==> src/rtl/alu_pkg.sv <==
// Shared definitions for the auto-cycling 8-bit ALU and its result checker.
//
// Contents:
//   alu_op_e      - op encoding shared by the ALU and the checker (SUM..SHR)
//   OP_LAST       - highest op index; the ALU wraps from here back to OP_SUM
//   NUM_OPS       - number of ops / width of the candidate match vector
//   chk_state_e   - checker state (HUNT, LOCKED)
//   next_op()     - op that follows a given op in the 0..5 cycle
//   onehot_idx()  - index of the set bit in a one-hot match vector
package alu_pkg;

  typedef enum logic [2:0] {
    OP_SUM = 3'd0,
    OP_SUB = 3'd1,
    OP_AND = 3'd2,
    OP_OR  = 3'd3,
    OP_SHL = 3'd4,
    OP_SHR = 3'd5
  } alu_op_e;

  localparam logic [2:0] OP_LAST = 3'd5;
  localparam int unsigned NUM_OPS = 6;

  typedef enum logic {
    HUNT   = 1'b0,
    LOCKED = 1'b1
  } chk_state_e;

  function automatic logic [2:0] next_op(input logic [2:0] op);
    return (op == OP_LAST) ? 3'd0 : op + 3'd1;
  endfunction

  // Caller guarantees m is one-hot; the lowest set bit wins otherwise.
  function automatic logic [2:0] onehot_idx(input logic [NUM_OPS-1:0] m);
    logic [2:0] idx;
    idx = 3'd0;
    for (int i = NUM_OPS - 1; i >= 0; i--) begin
      if (m[i]) idx = 3'(i);
    end
    return idx;
  endfunction

endpackage

==> src/rtl/alu_candidates.sv <==
// Combinational reference for the ALU: computes every op's result for the given
// operands and flags which of them equal the observed result.
//
// Ports:
//   a, b   in  8  operands
//   r      in  8  observed result
//   match  out 6  match[i] set when op i applied to a/b yields r (all mod 256)
module alu_candidates
  import alu_pkg::*;
(
  input  logic [7:0]         a,
  input  logic [7:0]         b,
  input  logic [7:0]         r,
  output logic [NUM_OPS-1:0] match
);

  logic [7:0] cand [NUM_OPS];

  always_comb begin
    cand[OP_SUM] = a + b;
    cand[OP_SUB] = a - b;
    cand[OP_AND] = a & b;
    cand[OP_OR]  = a | b;
    cand[OP_SHL] = {a[6:0], 1'b0};
    cand[OP_SHR] = {1'b0, a[7:1]};
  end

  always_comb begin
    match = '0;
    for (int i = 0; i < NUM_OPS; i++) begin
      match[i] = (cand[i] == r);
    end
  end

endmodule

==> config.mk <==
export PLATFORM = sky130hd
export DESIGN_NAME = alu_candidates
export DESIGN_NICKNAME = d
export VERILOG_FILES = /design/src/rtl/alu_pkg.sv /design/src/rtl/alu_candidates.sv
export SDC_FILE = /design/constraint.sdc
export NUM_CORES = 1
export LEC_CHECK = 0
export ABC_AREA = 1
export CAP_MARGIN = 20
export CORE_MARGIN = 2
export CORE_UTILIZATION = 55
export DETAILED_ROUTE_END_ITERATION = 12
export GPL_TIMING_DRIVEN = 0
export PLACE_DENSITY = 0.95
export SLEW_MARGIN = 20
export SYNTH_ARGS = -nofsm -noshare
export SYNTH_HDL_FRONTEND = slang
export SYNTH_SLANG_ARGS = --single-unit
==> constraint.sdc <==
create_clock -name vclk -period 7.8
set_input_delay 1.95 -clock vclk [all_inputs]
set_output_delay 1.95 -clock vclk [all_outputs]
set_load 0.05 [all_outputs]
; Word level (Yosys, flattened, before mapping)
; Index checks and enable logic that the tools add are counted.
[totals]
reg_bits = 0
input_bits = 24
output_inout_bits = 6
wordCells = 10
[op_classes]
n_addsub = 2
n_eq_ne = 6
n_bitwise = 2
[ops]
columns = op, n
row1 = $eq A8 B8 Y1, 5
row2 = $add A8 B8 Y8, 1
row3 = $and A8 B8 Y8, 1
row4 = $eq A7 B8 Y1, 1
row5 = $or A8 B8 Y8, 1
row6 = $sub A8 B8 Y8, 1

; Logic depth before layout (Yosys ltp)
[depth]
depth_word = 2
depth_mapped = 14
mapped_depth_nobuf = 14

; Least setup slack after synthesis
; No wires, ideal clock.
[synth_timing]
path_kind = input port to output port
from = in b[1]
to = out match[3]
arrival_ns = 4.110
required_time_ns = 5.850
slack_ns = 1.740
cell_stages = 5
n_path_buf = 0
path_cell_list = inv_1 ha_1 xor2_1 nand4_1 nor4b_1
[synth_via]
elab_chain_len = 2
[synth_lines]
columns = item, line
row1 = "start, declared", alu_candidates.sv:12  ; input logic [7:0] b,
row2 = $or A8 B8 Y8, alu_candidates.sv:23  ; cand[OP_OR] = a | b;
row3 = $eq A8 B8 Y1, alu_candidates.sv:31  ; match[i] = (cand[i] == r);
row4 = "end, declared", alu_candidates.sv:14  ; output logic [NUM_OPS-1:0] match
; No other way between the ends.

; Final worst setup path
[layout_timing]
from = in a[1]
to = out match[0]
[layout_via]
elab_chain_len = 2
[layout_lines]
columns = item, line
row1 = "start, declared", alu_candidates.sv:11  ; input logic [7:0] a,
row2 = $add A8 B8 Y8, alu_candidates.sv:20  ; cand[OP_SUM] = a + b;
row3 = $eq A8 B8 Y1, alu_candidates.sv:31
; No other way between the ends.

==> summary.txt <==
Status
  – Status: completed

Logic synthesis
  – Mux cell area share after synthesis: 0%
  – Synth area leader: ha_1
  – Post-Syn Area: ~1400 um2
  – Register area share after synthesis: 0%
  – Unique cell type count in the Yosys netlist: 28
  – Post-synth top area share: between 20% and 30%
  – Compound-Gate Fraction of Synth Area: roughly 5.5%
  – Largest family of logic cells by synthesized area: simple AND/OR/NAND/NOR gates
  – XOR/XNOR Fraction of Synth Area: 22.1%
  – Syn_area_per_cell: about 6.5 um2
  – Synth Net Count: 269
  – Adder-cell share of the synthesized area: 23.0%
  – Simple-Gate Fraction of Synth Area: 33.5%
  – Yosys warnings: 0
  – Synth area leaders: ha_1 (20%), nand2_1 (12%), xnor2_1 (12%)
  – Cells after synthesis: 220

Worst hold path
  – Min-Delay Startpoint: r[0]
  – Min-delay worst type: in2out
  – Hold path cells: 5
  – Hold worst-path end: match[4]

Route
  – Initial DRT Pass Iterations: 4
  – Top layer in use: met4
  – M1 WL: 1370 um
  – Avg Vias per Cell: between 5 and 6
  – Drt total wl: 3220 um
  – Routed Antenna Nets: 0
  – Via count: 1391
  – DR WL/cell: 11.8 um
  – WL met2: 1680 um
  – Wire length on met3: 103 um
  – DR iter-0 viols: 30
  – Drt drc: 0

Finish
  – FFs & Latches: 0
  – Diodes inserted: 0
  – Fillers: 191
  – Fin nets: 293
  – Clock buffer count: 0
  – Fin cells: about 270
  – Syn-to-layout area delta: 18.1%
  – Share of layout cells above drive strength 1: 9.50%
  – Reg area: 0 um2

GRT
  – Vias in the first global route: 1339
  – Initial antenna violation count: 0
  – GRT Util Overall: 23.5%
  – GR Overflow Total: 0
  – Largest net degree at the start of global routing: 9
  – Global-route wire length before repair: about 5300 um

Timing
  – Final Hold Fails: 0
  – Min Hold Slack: 4.86 ns
  – Crit share post-route: approximately 87%
  – F_max: approximately 150 MHz
  – Number of setup violations in the final report: 0
  – Slew margin rel.: 67.0%
  – Worst slew pin tran: 0.494 ns
  – Setup TNS: 0 ns
  – Setup ws final: 1.05 ns
  – Minimum clock period: 6.75 ns
  – RSZ-0062 raised after global routing: false
  – Max-slew violations: 0

Worst setup path
  – Critical Path RT: around 5.9 ns
  – Critical path peak fanout: 6
  – Critical path launch point: a[1]
  – Crit-path cells: clkdlybuf4s50_1 -> inv_1 -> fa_1 -> xor2_1 -> nand3_1 -> nor2_1 -> nand2_1 -> nor2_2 -> nand2_1 -> nor2_2 -> clkdlybuf4s50_1
  – CP endpoint kind: primary output
  – Max stage delay on crit path: between 0.7 and 0.8 ns
  – Worst setup path category: in2out
  – WP buf/inv: 3
  – Top delay family on crit path: buffers and inverters
  – Arr. time, crit path: roughly 4.8 ns
  – Worst setup SP type: input pin
  – Slowest CP cell: clkdlybuf4s50_1

Floorplan
  – Starting Density: 57.5%
  – Die Wd: about 55 um
  – IO Pins: 30
  – Die ar.: 3010 um2
  – Core area: 2480 um2
  – Row cnt: 18
  – Die height: ~55 um

Run
  – Max-cap viol count: 0

Place
  – Dpl hpwl: 2810 um
  – Placed Instances: between 200 and 300
  – Port bufs: 22
  – GP Congestion: roughly 0.86
  – Setup WS pre-CTS: approximately 1.1 ns

Clocking
  – Post-cts sizing count: 0
  – Hold-fix buffers, CTS: 0
  – Setup Fix Bufs, Post-CTS: 0

Power
  – LEAKAGE: around 0.88 nW
  – IR drop worst, VDD: roughly 43 uV
  – Pwr dens: 65.8 nW/um2
[kinds of logic after synthesis]
group | after synthesis
and+or+nand+nor | 104
AOI/OAI and AO/OA | 13
adders and majority gates | 25
buffers and inverters | 45
xor gates and xnor gates | 33
[worst max-delay path by stage]
| stage | end | cells past startpoint |
|---|---|---|
| global placement | match[0] | 11 |
| floorplan | match[3] | 5 |
| detailed placement | match[0] | 11 |
| global route | match[0] | 13 |
| CTS | match[0] | 11 |
| finish | match[0] | 11 |
[per-stage QoR]
step           utilization, %  total power, mW  area (um2)
3_3_place_gp             67.9            0.105        1680
3_5_place_dp             67.9            0.110        1680
5_1_grt                  67.9            0.124        1680
6_report                 67.9            0.111        1680
4_1_cts                  67.9            0.110        1680
2_1_floorplan               -           0.0834        1430
[cell usage after synthesis, drive strengths merged]
cell type	instances
nand2	49
inv	35
nor2	27
ha	23
xnor2	20
nand3	16
xor2	13
a21oi	9
buf	9
nand4	4
o2111ai	3
fa	2
nand3b	2
nor3	2
or2	2
clkbuf	1
nor3b	1
nor4b	1
o21bai	1
[report_power, final]
part	switching (mW)	internal [mW]
registers	0	0
clock network	0	0
logic	0.0609	0.0499
[layer usage]
layer | vias up | GRT usage [%]
met5 | - | 0
met4 | 0 | 4.88
met3 | 8 | 0.806
met2 | 35 | 46.2
met1 | 627 | 27.9
li1 | 721 | -
[placed cells by master (no fill, tap or decap), types with 2 or more instances in the layout]
master / n
o2111ai_1: 3
buf_4: 2
nor2_1: 23
ha_1: 23
nor2_2: 4
nand2_2: 3
nand4_1: 4
inv_1: 34
buf_2: 2
a21oi_1: 9
xor2_1: 12
nor3_1: 2
fa_1: 2
nand2_1: 46
xnor2_1: 19
clkdlybuf4s50_1: 22
nand3_1: 16
buf_6: 5
[layout make-up]
cell class | count | area, um2 | area share (%)
plain buffers | 10 | 95.1 | 5.65
inverters | 35 | 131 | 7.81
multi-input cells | 175 | 1200 | 71.2
well taps | 30 | 37.5 | 2.23
repair buffers | 22 | 220 | 13.1
(Power assumes the default switching activity.)
